<file path="src/rtl/pipeline_pkg.sv">
// Shared definitions for the RV32 pipeline: default widths, register-index
// width and the MEM-stage access FSM state encoding.
package pipeline_pkg;

  localparam int BIT_W_DEF  = 32;
  localparam int ADDR_W_DEF = 30;
  localparam int REG_W      = 5;

  typedef enum logic [1:0] {
    ST_IDLE = 2'd0,
    ST_BUSY = 2'd1,
    ST_DONE = 2'd2
  } mem_state_e;

  // A cache access finishes in the cycle the cache is no longer busy.
  function automatic logic access_done(input logic mem_op, input logic dcache_stall);
    return mem_op & ~dcache_stall;
  endfunction

endpackage

</file>
<file path="src/rtl/mem_access_fsm.sv">
// Tracks one data-cache access so it is issued exactly once, holding load data
// while the rest of the pipeline is stalled by another source.
module mem_access_fsm
  import pipeline_pkg::*;
#(
  parameter int BIT_W = BIT_W_DEF
) (
  input  logic             clk,
  input  logic             rst_n,
  input  logic             memrd_i,
  input  logic             memwr_i,
  input  logic             stall_i,
  input  logic             dcache_stall_i,
  input  logic [BIT_W-1:0] dcache_rdata_i,
  output logic             dcache_ren_o,
  output logic             dcache_wen_o,
  output logic             mem_stall_o,
  output logic [BIT_W-1:0] load_data_o
);

  mem_state_e       state_q;
  logic [BIT_W-1:0] capture_q;
  logic             mem_op_s;
  logic             issue_s;

  assign mem_op_s = memrd_i | memwr_i;

  // Access-tracking state and captured read data.
  always_ff @(posedge clk) begin
    if (!rst_n) begin
      state_q   <= ST_IDLE;
      capture_q <= '0;
    end else begin
      case (state_q)
        ST_IDLE, ST_BUSY: begin
          if (!mem_op_s) begin
            state_q <= ST_IDLE;
          end else if (dcache_stall_i) begin
            state_q <= ST_BUSY;
          end else if (stall_i) begin
            // Completed but the pipeline is held: park here so it is not re-issued.
            state_q   <= ST_DONE;
            capture_q <= dcache_rdata_i;
          end else begin
            state_q <= ST_IDLE;
          end
        end
        ST_DONE: begin
          if (stall_i) begin
            state_q <= ST_DONE;
          end else begin
            state_q <= ST_IDLE;
          end
        end
        default: begin
          state_q <= ST_IDLE;
        end
      endcase
    end
  end

  // Cache request, stall and load-data selection; reset forces requests off.
  always_comb begin
    issue_s      = rst_n & mem_op_s & (state_q != ST_DONE);
    dcache_ren_o = issue_s & memrd_i & ~memwr_i;
    dcache_wen_o = issue_s & memwr_i;
    mem_stall_o  = issue_s & ~access_done(mem_op_s, dcache_stall_i);
    if (state_q == ST_DONE) begin
      load_data_o = capture_q;
    end else begin
      load_data_o = dcache_rdata_i;
    end
  end

endmodule

</file>
<file path="src/rtl/mem_stage.sv">
// MEM stage of the RV32 pipeline: data-cache handshake, write-back select
// and the MEM/WB pipeline register.
module mem_stage
  import pipeline_pkg::*;
#(
  parameter int BIT_W  = BIT_W_DEF,
  parameter int ADDR_W = ADDR_W_DEF
) (
  input  logic              clk,
  input  logic              rst_n,
  input  logic [BIT_W-1:0]  alu_result_in,
  input  logic [BIT_W-1:0]  mem_wdata_in,
  input  logic [REG_W-1:0]  rd_in,
  input  logic [BIT_W-1:0]  PC_plus_4_in,
  input  logic              memrd_in,
  input  logic              memwr_in,
  input  logic              mem2reg_in,
  input  logic              regwr_in,
  input  logic              jump_in,
  input  logic              stall_in,
  output logic              dcache_ren,
  output logic              dcache_wen,
  output logic [ADDR_W-1:0] dcache_addr,
  output logic [BIT_W-1:0]  dcache_wdata,
  input  logic [BIT_W-1:0]  dcache_rdata,
  input  logic              dcache_stall,
  output logic              mem_stall,
  output logic [BIT_W-1:0]  wb_data,
  output logic [REG_W-1:0]  rd_out,
  output logic              regwr_out,
  output logic [BIT_W-1:0]  fwd_data_noblock,
  output logic [REG_W-1:0]  fwd_rd_noblock,
  output logic              fwd_regwr_noblock
);

  logic [BIT_W-1:0] load_data_s;
  logic [BIT_W-1:0] wb_sel_s;
  logic             freeze_s;
  logic [BIT_W-1:0] wb_data_q, wb_data_d;
  logic [REG_W-1:0] rd_q, rd_d;
  logic             regwr_q, regwr_d;

  mem_access_fsm #(.BIT_W(BIT_W)) u_fsm (
    .clk            (clk),
    .rst_n          (rst_n),
    .memrd_i        (memrd_in),
    .memwr_i        (memwr_in),
    .stall_i        (stall_in),
    .dcache_stall_i (dcache_stall),
    .dcache_rdata_i (dcache_rdata),
    .dcache_ren_o   (dcache_ren),
    .dcache_wen_o   (dcache_wen),
    .mem_stall_o    (mem_stall),
    .load_data_o    (load_data_s)
  );

  // Byte address bits [1:0] are dropped: only word accesses exist.
  assign dcache_addr  = alu_result_in[BIT_W-1:2];
  assign dcache_wdata = mem_wdata_in;

  // Write-back select (load data over link value over ALU) and MEM/WB next state.
  always_comb begin
    if (mem2reg_in) begin
      wb_sel_s = load_data_s;
    end else if (jump_in) begin
      wb_sel_s = PC_plus_4_in;
    end else begin
      wb_sel_s = alu_result_in;
    end
    freeze_s = stall_in | mem_stall;
    if (freeze_s) begin
      wb_data_d = wb_data_q;
      rd_d      = rd_q;
      regwr_d   = regwr_q;
    end else begin
      wb_data_d = wb_sel_s;
      rd_d      = rd_in;
      regwr_d   = regwr_in;
    end
  end

  // MEM/WB pipeline register.
  always_ff @(posedge clk) begin
    if (!rst_n) begin
      wb_data_q <= '0;
      rd_q      <= '0;
      regwr_q   <= 1'b0;
    end else begin
      wb_data_q <= wb_data_d;
      rd_q      <= rd_d;
      regwr_q   <= regwr_d;
    end
  end

  assign wb_data           = wb_data_q;
  assign rd_out            = rd_q;
  assign regwr_out         = regwr_q;
  assign fwd_data_noblock  = wb_sel_s;
  assign fwd_rd_noblock    = rd_in;
  assign fwd_regwr_noblock = regwr_in;

endmodule

</file>
<file path="config.mk">
export PLATFORM = sky130hd
export DESIGN_NAME = mem_stage
export DESIGN_NICKNAME = d
export VERILOG_FILES = /design/src/rtl/pipeline_pkg.sv /design/src/rtl/mem_access_fsm.sv /design/src/rtl/mem_stage.sv
export SDC_FILE = /design/constraint.sdc
export NUM_CORES = 1
export LEC_CHECK = 0
export CAP_MARGIN = 20
export CORE_MARGIN = 5
export CORE_UTILIZATION = 42
export DETAILED_ROUTE_END_ITERATION = 6
export PLACE_DENSITY = 0.87
export SLEW_MARGIN = 20
export SYNTH_ARGS = -nofsm -noshare
export SYNTH_HDL_FRONTEND = slang
export SYNTH_SLANG_ARGS = --single-unit
</file>
<file path="constraint.sdc">
create_clock -name clk -period 2.7 [get_ports clk]
set_input_delay 0.405 -clock clk [delete_from_list [all_inputs] [get_ports clk]]
set_output_delay 0.405 -clock clk [all_outputs]
set_load 0.005 [all_outputs]
</file>
; ---- Yosys cells after proc, flatten, opt, wreduce, memory -nomap -nowiden
; Index checks and enable logic that the tools add are counted.
[totals]
reg_bits = 72
output_inout_bits = 141
[op_classes]
n_eq_ne = 3
n_mux = 7
bitwise_logic = 12
reduce_logical = 3
[ops]
columns = operator, n
row1 = 32-bit two-way mux, 3
row2 = 1-bit AND, 7
row3 = 2-bit two-way mux, 3
row4 = 2-bit case mux with 2 select lines, 1
row5 = 4-bit AND reduction, 1
row6 = 1-bit inverter, 3
row7 = "2-bit by 1-bit equality test with 1-bit output, second input constant", 1
row8 = "2-bit equality test, second input constant", 1
row9 = 2-bit zero test, 1
row10 = "2-bit inequality test, second input constant", 1
row11 = 1-bit bitwise OR, 2
row12 = 2-bit OR reduction, 1

; ---- Logic depth before layout (Yosys ltp)
; Gate-level depths: netlist of run 1.
[logic_depth]
word_depth = 5
mapped_depth = 6

; ---- Modules after synthesis
; Synthesis of run 1 repeated with hierarchy kept, for this count alone.
[hier_totals]
cells_unflattened = 533
area_unflattened_um2 = 4971.0
[modules_own_cells]
columns = mod, n_inst, cells_per_inst, area_per_inst_um2, seq_area_each_um2
row1 = mem_stage, 1, 344, 3201.8, 760.7
row2 = mem_access_fsm, 1, 189, 1769.2, 680.7

; ---- Worst setup path before layout of run 1
; Ideal clock, no wire load.
[synth_timing]
path_kind = input to output
startpoint = input port jump_in
endpoint = output port fwd_data_noblock[10]
arrival_ps = 1316
t_required_ps = 2295
setup_slack_ps = 979
stages = 5
path_buffers = 2
path_cell_list = buf_2 -> buf_1 -> nor2b_1 -> a211oi_1 -> nor2_1
[synth_via]
elab_chain_len = 2
[synth_rtl]
columns = item, line_no
row1 = from (decl), mem_stage.sv:19  ; input logic jump_in,
row2 = 32-bit two-way mux, mem_stage.sv:65  ; end else if (jump_in) begin
row3 = 32-bit two-way mux, mem_stage.sv:63  ; if (mem2reg_in) begin
row4 = to (decl), mem_stage.sv:31  ; output logic [BIT_W-1:0] fwd_data_noblock,
; No other way between the ends.

; ---- Worst setup path after layout of run 1
[layout_timing]
startpoint = register u_fsm.state_q[0]
endpoint = output port fwd_data_noblock[13]
[layout_via]
elab_chain_len = 3
[layout_rtl]
columns = item, line_no
row1 = from (decl), mem_access_fsm.sv:21  ; mem_state_e state_q;
row2 = from (signal assigned), mem_access_fsm.sv:31  ; state_q <= ST_IDLE;
row3 = from (signal assigned), mem_access_fsm.sv:37  ; state_q <= ST_IDLE;
row4 = from (signal assigned), mem_access_fsm.sv:39  ; state_q <= ST_BUSY;
row5 = 2-bit equality test, mem_access_fsm.sv:68  ; if (state_q == ST_DONE) begin
row6 = 32-bit two-way mux, mem_access_fsm.sv:68
row7 = 32-bit two-way mux, mem_stage.sv:63
; No other way between the ends.

==> results by group, run 1 <==
Place
  • GPL Wtd Cong: around 0.80
  • DP Wirelength: roughly 12 mm
  • DP Worst Slack: about 180 ps
  • PortBufs: between 200 and 250
  • Cells after DPL: around 840

Timing
  • Final setup vio count: 0
  • Unrepaired setup endpoints after global routing: no
  • Tcrit/Tclk final: 0.951
  • Worst Tran Pin Value: around 600 ps
  • Final critical-path setup slack: approximately 130 ps
  • Min Clock Period, post-route: roughly 2600 ps
  • Max Freq: 0.389 GHz
  • Setup_tns: 0 ps
  • Clock Skews: ~6.7 ps
  • Hold Fails Final Rpt: 0
  • Final slew viol count: 0
  • Slew HR: 0.597

Yosys
  • Yosys top cell area share: 0.293
  • Mapped Avg Cell Area: approximately 8.3 µm²
  • Yosys top cell by area: dfxtp_1
  • Cells after Synth: just under 600
  • Synth Warn #: 0
  • Distinct cells, synth: 29
  • Syn nets: about 730
  • Sequential area share after synthesis: 0.293
  • Synth top area cells: dfxtp_1, buf_4, a211oi_1
  • Yosys reg bits: 72
  • Cell Area, Synth: 4920 µm²

Setup path
  • Reg2Reg Setup Slack: roughly 930 ps
  • CP Data Required Time: 2300 ps
  • Critical R2R Launch: u_fsm.state_q[0]
  • Max Fanout on Critical Path: 29
  • Worst setup SP type: register
  • Reg2Reg Depth: 4
  • Crit path kind: reg -> out
  • Arr. time, crit path: around 2200 ps
  • Setup crit end kind: output pin
  • Worst r2r dst: wb_data[5]

Die
  • Rows: 39
  • Num ports: ~280
  • CORE AREA: between 10000 and 15000 µm²
  • Initial Util: 0.429
  • Die height: between 100 and 150 µm
  • Die area: around 14000 µm²
  • Die W: about 120 µm

Clock network
  • Clock Sinks: between 70 and 80
  • Postcts setup bufs: 0
  • PostCTS Resize Cnt: 0
  • CTS tree: yes
  • Root buf cell: clkbuf_16
  • Clock latency on the worst-skew pair: roughly 330 ps
  • CTS Buffer Depth: 2
  • Total CTS buffers: 9
  • Worst-path clk slew: 60 ps
  • Cts hold-fix bufs: 0
  • Htree depth: 3

Global routing
  • GR peak layer: met2
  • Global router's overall resource usage: 0.237
  • Grt met1 use: 0.285
  • Vias in the first global route: roughly 5300
  • Total congestion overflow: 0
  • First-pass GRT wire length: 27.5 mm
  • Met3 usage: 0.0630
  • M2 GR Usage: 0.410
  • Antenna violations before repair: 0
  • Largest net degree at the start of global routing: 65

Route
  • DRT Pass-1 Iters: 5
  • 1st-iter DRT viols: between 400 and 500
  • Via count: roughly 5100
  • WL/cell: slightly above 20 µm
  • DRC viols: 0
  • Vias per cell: roughly 6.0
  • Wirelength, routed: 17.2 mm
  • Final ANT Viol Nets: 0

Outcome
  • Status: finished, final reports clean

Layout
  • ANT cells: 0
  • Final std cells w/o fill: between 800 and 900
  • Syn-to-layout area delta: 44.4%
  • Nets@finish: approximately 850
  • Core Util, Final: 0.620
  • Share of cells above drive strength 1: 0.108

Run
  • Max-cap violations: 0

Pwr
  • Power Dens Cells: between 500 and 600 nW/µm²
  • VDD IR max: about 0.00041 V
  • Pleak: ~2.7 nW

Min path
  • Hold Crit Start: rst_n
  • Worst hold endpoint: rd_out[2]
  • Class of the worst hold path: in -> reg
  • Hold Crit Depth: 3
## worst max-delay path, cell delays in order (launching register included)
cell and delay [ps]:
dfxtp_1 320, nand2b_2 200, buf_4 240, a211oi_1 480, nor2_1 90, clkdlybuf4s50_1 480
## through the flow
stage / hold WS, ps / area, µm² / power [mW]
finish: 399 / 7110 / 3.69
global route: 407 / 7110 / 3.83
CTS: 388 / 7110 / 3.71
detailed placement: 462 / 6710 / 2.09
global placement: 443 / 6710 / 2.06
floorplan: 449 / 4920 / 1.63
## where the power goes
| part | switching (mW) | total, mW | internal [mW] |
|---|---|---|---|
| clock network | 0.476 | 1.62 | 1.14 |
| registers | 0.0446 | 1.18 | 1.13 |
| logic | 0.398 | 0.896 | 0.498 |
## cell usage after synthesis (all sizes together)
cell	number
a22oi	1
nand2	12
nor2b	33
clkbuf	40
o21a	1
and3	35
and3b	32
nor2	32
o21ai	32
buf	93
clkinv	1
inv	1
and4b	1
a211o	1
a41oi	32
nand3	32
a21oi	32
mux2i	6
o21ba	1
a31oi	1
o31ai	32
dfxtp	72
nand2b	2
a211oi	65
o21bai	1
## placed cells by master, fill, tap and decap left out, types with 2 or more instances in the layout
| cell | n |
|---|---|
| buf_2 | 2 |
| nor2_1 | 32 |
| a21oi_1 | 32 |
| nand3_1 | 32 |
| and3b_1 | 32 |
| nand2_1 | 12 |
| o21ai_0 | 32 |
| mux2i_1 | 6 |
| clkdlybuf4s50_1 | 216 |
| a211oi_1 | 65 |
| a41oi_1 | 32 |
| dfxtp_1 | 72 |
| o31ai_2 | 30 |
| nor2b_1 | 32 |
| o31ai_1 | 2 |
| clkbuf_16 | 9 |
| buf_12 | 5 |
| and3_1 | 35 |
| bufinv_16 | 5 |
| buf_4 | 17 |
| clkbuf_8 | 2 |
## state kept, by name, summed over array words and instances (netlist names)
| name | cells |
|---|---|
| rd_out | 5 |
| regwr_out | 1 |
| u_fsm.capture_q | 32 |
| u_fsm.state_q | 2 |
| wb_data | 32 |
## per-layer routing
| layer | up-vias | wire length, µm | part of all wire |
|---|---|---|---|
| met3 | 24 | 1350 | 0.078 |
| met5 | - | 0 | 0 |
| met4 | 0 | 228 | 0.013 |
| met2 | 281 | 8720 | 0.51 |
| li1 | 2374 | - | - |
| met1 | 2430 | 6940 | 0.40 |
## final cells by class
class	count	area, µm²
Sequential cell	72	1440
Multi-Input combinational cell	384	2680
Tap cell	143	179
Timing Repair Buffer	240	2400
Clock buffer	11	253
Inverter	2	7.51
Fill cell	942	4360
Clock inverter	5	150
## cell families (layout without fill, tap and decap cells)
logic type | count (synthesis) | after routing | share of synthesized area
AOI/OAI and AO/OA | 199 | 199 | 0.315
and+or+nand+nor | 179 | 179 | 0.214
buffers and inverters | 135 | 258 | 0.166
DFF | 72 | 72 | 0.293
muxes | 6 | 6 | 0.0122
## worst max-delay path by stage
stage / startpoint / end
6_report: u_fsm.state_q[0] / fwd_data_noblock[13]
5_1_grt: u_fsm.state_q[0] / fwd_data_noblock[13]
4_1_cts: u_fsm.state_q[0] / fwd_data_noblock[3]
3_5_place_dp: mem2reg_in / fwd_data_noblock[3]
3_3_place_gp: mem2reg_in / fwd_data_noblock[3]
2_1_floorplan: jump_in / fwd_data_noblock[10]
(Power assumes the default switching activity.)
==> run 2, diff against run 1 <==
--- a/config.mk
+++ b/config.mk
@@ -7,9 +7,9 @@
 export LEC_CHECK = 0
 export CAP_MARGIN = 20
 export CORE_MARGIN = 5
-export CORE_UTILIZATION = 42
+export CORE_UTILIZATION = 30
 export DETAILED_ROUTE_END_ITERATION = 6
-export PLACE_DENSITY = 0.87
+export PLACE_DENSITY = 0.66
 export SLEW_MARGIN = 20
 export SYNTH_ARGS = -nofsm -noshare
 export SYNTH_HDL_FRONTEND = slang
==> results by group, run 2 (synthesized netlist as in run 1, its figures left out) <==
Clock network
  • Clock latency on the worst-skew pair: 330 ps (about the same)
  • Worst-path clk slew: 60 ps (about the same)
  • Htree depth: 3 (unchanged)
  • Root buf cell: clkbuf_16 (unchanged)
  • Total CTS buffers: 9 (unchanged)
  • Postcts setup bufs: 0 (unchanged)
  • PostCTS Resize Cnt: 0 (unchanged)
  • CTS Buffer Depth: 2 (unchanged)
  • CTS tree: yes (unchanged)
  • Clock Sinks: 72 (unchanged)
  • Cts hold-fix bufs: 0 (unchanged)

Run
  • Max-cap violations: 0 (unchanged)

Layout
  • Fillcell total: 1573 (was 942)
  • ANT cells: 0 (unchanged)
  • Commonest non-fill, non-tap cell in the layout: clkdlybuf4s50_1 (unchanged)
  • Syn-to-layout area delta: 42.7% (was 44.4%)
  • Nets@finish: 851 (unchanged)
  • Share of cells above drive strength 1: 0.104 (was 0.108)
  • Most frequent cells in the layout: clkdlybuf4s50_1, dfxtp_1, a211oi_1 (unchanged)

Setup path
  • Slowest stage delay, CP: 500 ps (was 480 ps)
  • CP bufs+invs: 2 (unchanged)
  • Max Fanout on Critical Path: 35 (was 29)
  • Arr. time, crit path: 2180 ps (was 2160 ps)
  • Top delay family on crit path: buffers and inverters (unchanged)
  • Setup crit end kind: output pin (unchanged)
  • CP Data Required Time: 2300 ps (about the same)
  • Crit path kind: reg -> out (unchanged)
  • Worst setup SP type: register (unchanged)
  • CP cell instances: nand2b_2, buf_4, a211oi_1, nor2_1, clkdlybuf4s50_1 (unchanged)
  • Slowest cell on the critical path: a211oi_1 (unchanged)

Die
  • Die area: 19100 µm² (was 14000 µm²)
  • Initial Util: 0.308 (was 0.429)
  • Die W: 138 µm (was 118 µm)
  • Num ports: 283 (unchanged)
  • Die height: 138 µm (was 118 µm)
  • CORE AREA: 16000 µm² (was 11500 µm²)
  • Rows: 46 (was 39)

Global routing
  • Total congestion overflow: 0 (unchanged)
  • Vias in the first global route: 5214 (was 5294)
  • Largest net degree at the start of global routing: 65 (unchanged)
  • Antenna violations before repair: 0 (unchanged)
  • First-pass GRT wire length: 27.8 mm (was 27.5 mm)
  • Global router's overall resource usage: 0.177 (was 0.237)

Route
  • Vias per cell: 5.40 (was 5.96)
  • DRC viols: 0 (unchanged)
  • Wirelength, routed: 17.7 mm (was 17.2 mm)
  • Final ANT Viol Nets: 0 (unchanged)
  • Via count: 5003 (was 5109)
  • WL/cell: 19.1 µm (was 20.1 µm)
  • DRT Pass-1 Iters: 5 (unchanged)
  • 1st-iter DRT viols: 350 (was 406)

Timing
  • Min Clock Period, post-route: 2580 ps (was 2570 ps)
  • Tcrit/Tclk final: 0.956 (was 0.951)
  • Max Freq: 0.387 GHz (was 0.389 GHz)
  • Hold Fails Final Rpt: 0 (unchanged)
  • Unrepaired setup endpoints after global routing: no (unchanged)
  • Clock Skews: 4.74 ps (was 6.72 ps)
  • Setup_tns: 0 ps (unchanged)
  • Final slew viol count: 0 (unchanged)
  • Worst Tran Pin Value: 712 ps (was 604 ps)
  • Slew HR: 0.524 (was 0.597)
  • Final setup vio count: 0 (unchanged)
  • Final critical-path setup slack: 118 ps (was 133 ps)

Outcome
  • Status: finished, final reports clean (unchanged)

Place
  • DP Worst Slack: 279 ps (was 185 ps)
  • GPL Wtd Cong: 0.728 (was 0.802)
  • DP Wirelength: 12.8 mm (was 12.2 mm)
  • PortBufs: 218 (unchanged)

Pwr
  • Power Dens Cells: 450 nW/µm² (was 519 nW/µm²)
  • Pleak: 2.66 nW (was 2.74 nW)
  • VDD IR max: 0.000285 V (was 0.000408 V)

Min path
  • Class of the worst hold path: reg -> reg (was in -> reg)
[run 2: changes by cell type in the layout (fill, tap and decap cells not counted)]
cell,change
clkbuf_1,+1
buf_2,+1
bufinv_16,-5
buf_4,+3
buf_12,-3
o21bai_2,-1
clkdlybuf4s50_1,-1
o21bai_4,+1
clkinv_2,+1
[run 2: stage by stage]
step	power (mW)	std cells	area, µm²	hold WS (ps)	utilization
global route	3.32	927	7020	495	0.439
floorplan	1.63	591	4920	449	-
CTS	3.20	927	7020	473	0.439
finish	3.16	927	7020	472	0.439
detailed placement	2.09	914	6760	465	0.422
global placement	2.07	914	6760	444	0.422
[run 2: path summary, 6_finish.rpt]
| path | from | to | depth (start not counted) | slack, ps |
|---|---|---|---|---|
| min | rd_out[1] | rd_out[1] | 2 | 470 |
| max | u_fsm.state_q[0] | fwd_data_noblock[2] | 5 | 120 |
| max reg2reg | u_fsm.state_q[0] | wb_data[28] | 4 | 960 |
| min reg2reg | rd_out[1] | rd_out[1] | 2 | 470 |
[run 2: power breakdown]
group	internal [mW]	switching [mW]	leakage, nW
clock	0.656	0.440	0.130
sequential	1.13	0.0433	0.590
combinational	0.491	0.395	1.94
total	2.28	0.878	2.66
[run 2: cell type report]
cell class / count / area, µm² / area share
multi-input cells: 384 / 2690 / 0.382
repair buffers: 240 / 2360 / 0.336
flip-flops and latches: 72 / 1440 / 0.205
well taps: 216 / 270 / 0.0385
clock buffers: 12 / 256 / 0.0365
inverters: 2 / 7.51 / 0.00107
clock inverters: 1 / 5.00 / 0.000713
[run 2: per-layer routing]
metal / global-route usage / vias to the layer above / part of all wire
li1: - / 2368 / -
met4: 0.0582 / 0 / 0.019
met3: 0.0517 / 30 / 0.068
met1: 0.199 / 2358 / 0.40
met5: 0 / - / 0
met2: 0.319 / 247 / 0.51
[run 2: worst reg2reg max path, delay by kind of cell (launching register included)]
family | cells | cell delay (ps)
AOI/OAI and AO/OA | 2 | 910
DFF | 1 | 320
buffers and inverters | 1 | 250
and+or+nand+nor | 1 | 180
==> run 3, diff against run 2 <==
--- a/config.mk
+++ b/config.mk
@@ -5,12 +5,12 @@
 export SDC_FILE = /design/constraint.sdc
 export NUM_CORES = 1
 export LEC_CHECK = 0
+export ABC_AREA = 1
 export CAP_MARGIN = 20
 export CORE_MARGIN = 5
 export CORE_UTILIZATION = 30
 export DETAILED_ROUTE_END_ITERATION = 6
-export PLACE_DENSITY = 0.66
-export SLEW_MARGIN = 20
+export PLACE_DENSITY = 0.67
 export SYNTH_ARGS = -nofsm -noshare
 export SYNTH_HDL_FRONTEND = slang
 export SYNTH_SLANG_ARGS = --single-unit
==> results by group, run 3 <==
Clock network
  • Clock Sinks: 72 (unchanged)
  • Cts hold-fix bufs: 0 (unchanged)
  • Postcts setup bufs: 0 (unchanged)
  • Total CTS buffers: 9 (unchanged)
  • PostCTS Resize Cnt: 0 (unchanged)
  • CTS Buffer Depth: 2 (unchanged)
  • CTS tree: yes (unchanged)
  • Htree depth: 3 (unchanged)
  • Clock latency on the worst-skew pair: 340 ps (was 330 ps)
  • Root buf cell: clkbuf_16 (unchanged)
  • Worst-path clk slew: 60 ps (about the same)

Yosys
  • Syn nets: 882 (was 733)
  • Number of synthesized flops with an enable pin: 0 (unchanged)
  • Asr flop ratio synth: 0 (unchanged)
  • Sequential area share after synthesis: 0.314 (was 0.293)
  • Synth top area cells: dfxtp_1, nand2_1, buf_4 (was dfxtp_1, buf_4, a211oi_1)
  • Cells after Synth: 740 (was 591)
  • Top-count cell post-synth: nand2_1 (was dfxtp_1)
  • Yosys top cell by area: dfxtp_1 (unchanged)
  • Yosys reg bits: 72 (unchanged)
  • Yosys top cell area share: 0.314 (was 0.293)
  • Cell Area, Synth: 4580 µm² (was 4920 µm²)
  • Synth Warn #: 0 (unchanged)
  • Distinct cells, synth: 24 (was 29)
  • Post-synth top flop: dfxtp_1 (unchanged)
  • Mapped Avg Cell Area: 6.19 µm² (was 8.33 µm²)
  • Synth top cells by count: nand2_1, inv_1, buf_4, dfxtp_1, nor2_1 (was dfxtp_1, buf_4, a211oi_1, clkbuf_1, and3_1)

Route
  • Routed length on met1: 5.73 mm (was 7.05 mm)
  • Met2 WL: 6.08 mm (was 9.09 mm)
  • DRT Pass-1 Iters: 7 (was 5)
  • Wirelength, routed: 13.0 mm (was 17.7 mm)
  • Via count: 4517 (was 5003)
  • Met3 wire length: 1.07 mm (was 1.20 mm)
  • Vias per cell: 4.27 (was 5.40)
  • 1st-iter DRT viols: 196 (was 350)
  • WL/cell: 12.3 µm (was 19.1 µm)
  • Final ANT Viol Nets: 0 (unchanged)
  • Top Layer Used: met4 (unchanged)
  • DRC viols: 0 (unchanged)

Pwr
  • Total power: 3.28 mW (was 3.16 mW)
  • VDD IR max: 0.000427 V (was 0.000285 V)
  • Pleak: 3.08 nW (was 2.66 nW)
  • Power Dens Cells: 495 nW/µm² (was 450 nW/µm²)

Setup path
  • Setup crit end kind: output pin (unchanged)
  • Crit path from: u_fsm.state_q[1] (was u_fsm.state_q[0])
  • CP Data Required Time: 2300 ps (about the same)
  • Crit path kind: reg -> out (unchanged)
  • Most used cell, CP: nand2_1
  • Worst setup SP type: register (unchanged)
  • CP cell instances: inv_2, nor2_4, buf_4, nand2_1, nand3_1, nand2_1, clkdlybuf4s50_1 (was nand2b_2, buf_4, a211oi_1, nor2_1, clkdlybuf4s50_1)
  • Slowest stage delay, CP: 460 ps (was 500 ps)
  • Slowest cell on the critical path: clkdlybuf4s50_1 (was a211oi_1)
  • Arr. time, crit path: 2020 ps (was 2180 ps)
  • Max Fanout on Critical Path: 32 (was 35)
  • Critical R2R Launch: u_fsm.state_q[0] (unchanged)

Layout
  • ANT cells: 0 (unchanged)
  • Commonest non-fill, non-tap cell in the layout: clkdlybuf4s50_1 (unchanged)
  • Final std cells w/o fill: 1057 (was 927)
  • Most frequent cells in the layout: clkdlybuf4s50_1, nand2_1, inv_1 (was clkdlybuf4s50_1, dfxtp_1, a211oi_1)
  • Nets@finish: 1007 (was 851)
  • Syn-to-layout area delta: 44.7% (was 42.7%)
  • Share of cells above drive strength 1: 0.0391 (was 0.104)

Global routing
  • Global router's overall resource usage: 0.144 (was 0.177)
  • Total congestion overflow: 0 (unchanged)
  • Antenna violations before repair: 0 (unchanged)
  • First-pass GRT wire length: 21.0 mm (was 27.8 mm)
  • Vias in the first global route: 4172 (was 5214)
  • Largest net degree at the start of global routing: 66 (was 65)

Die
  • Initial Util: 0.304 (was 0.308)
  • Num ports: 283 (unchanged)
  • Die height: 134 µm (was 138 µm)
  • Rows: 45 (was 46)
  • Die area: 17800 µm² (was 19100 µm²)
  • CORE AREA: 15100 µm² (was 16000 µm²)
  • Die W: 134 µm (was 138 µm)

Min path
  • Hold Crit Start: rst_n (was rd_out[1])
  • Class of the worst hold path: in -> reg (was reg -> reg)

Timing
  • Slew HR: 0.564 (was 0.524)
  • Setup_tns: 0 ps (unchanged)
  • Unrepaired setup endpoints after global routing: no (unchanged)
  • Clock Skews: 7.48 ps (was 4.74 ps)
  • Final slew viol count: 0 (unchanged)
  • Final setup vio count: 0 (unchanged)
  • Tcrit/Tclk final: 0.897 (was 0.956)
  • Worst Tran Pin Value: 653 ps (was 712 ps)
  • Hold Fails Final Rpt: 0 (unchanged)
  • Max Freq: 0.413 GHz (was 0.387 GHz)
  • Min Clock Period, post-route: 2420 ps (was 2580 ps)

Place
  • DP Wirelength: 9.44 mm (was 12.8 mm)
  • GPL Wtd Cong: 0.753 (was 0.728)
  • PortBufs: 218 (unchanged)
  • Cells after DPL: 1042 (was 914)

Run
  • Max-cap violations: 0 (unchanged)

Outcome
  • Status: finished, final reports clean (unchanged)
[run 3: metrics by stage]
stage | setup slack, ps | instance area [µm²] | hold slack (ps) | util
finish | 279 | 6630 | 394 | 0.440
global route | 86.4 | 6630 | 400 | 0.440
CTS | 109 | 6630 | 387 | 0.439
detailed placement | 423 | 6320 | 441 | 0.419
global placement | 428 | 6320 | 439 | 0.419
floorplan | 1240 | 4580 | 429 | -
[run 3: worst paths after layout]
| path | to | slack [ps] | cells past startpoint |
|---|---|---|---|
| setup / recovery | fwd_data_noblock[8] | 280 | 7 |
| hold / removal | u_fsm.state_q[1] | 390 | 3 |
| setup reg to reg | wb_data[19] | 1100 | 7 |
| hold reg to reg | u_fsm.capture_q[6] | 450 | 2 |
[run 3: metal layers]
metal | up-vias | global-route usage
met5 | - | 0
met4 | 0 | 0.0400
met3 | 13 | 0.0540
met2 | 141 | 0.238
met1 | 1931 | 0.176
li1 | 2432 | -
[run 3: final cells by class]
class / count / area [µm²]
Clock buffer: 10 / 229
Clock inverter: 5 / 82.6
Fill cell: 1627 / 8460
Inverter: 135 / 507
Multi-Input combinational cell: 422 / 1880
Sequential cell: 72 / 1440
Tap cell: 188 / 235
Timing Repair Buffer: 225 / 2260
[run 3: critical path, delay by kind of cell (launching register included)]
family                 cells  cell delay [ps]
buffers and inverters      3              890
flip-flops                 1              400
AND/OR/NAND/NOR            4              390
[run 3: logic make-up (layout without fill, tap and decap cells)]
family          after synthesis  in the layout  share of synthesized area
compound gates              135            135                      0.147
simple gates                287            287                      0.261
flops                        72             72                      0.314
buf+inv                     246            375                      0.277
[run 3: power breakdown]
| part | internal [mW] | switching, mW |
|---|---|---|
| Clock | 0.805 | 0.459 |
| Combinational | 0.476 | 0.366 |
| Sequential | 1.14 | 0.0314 |
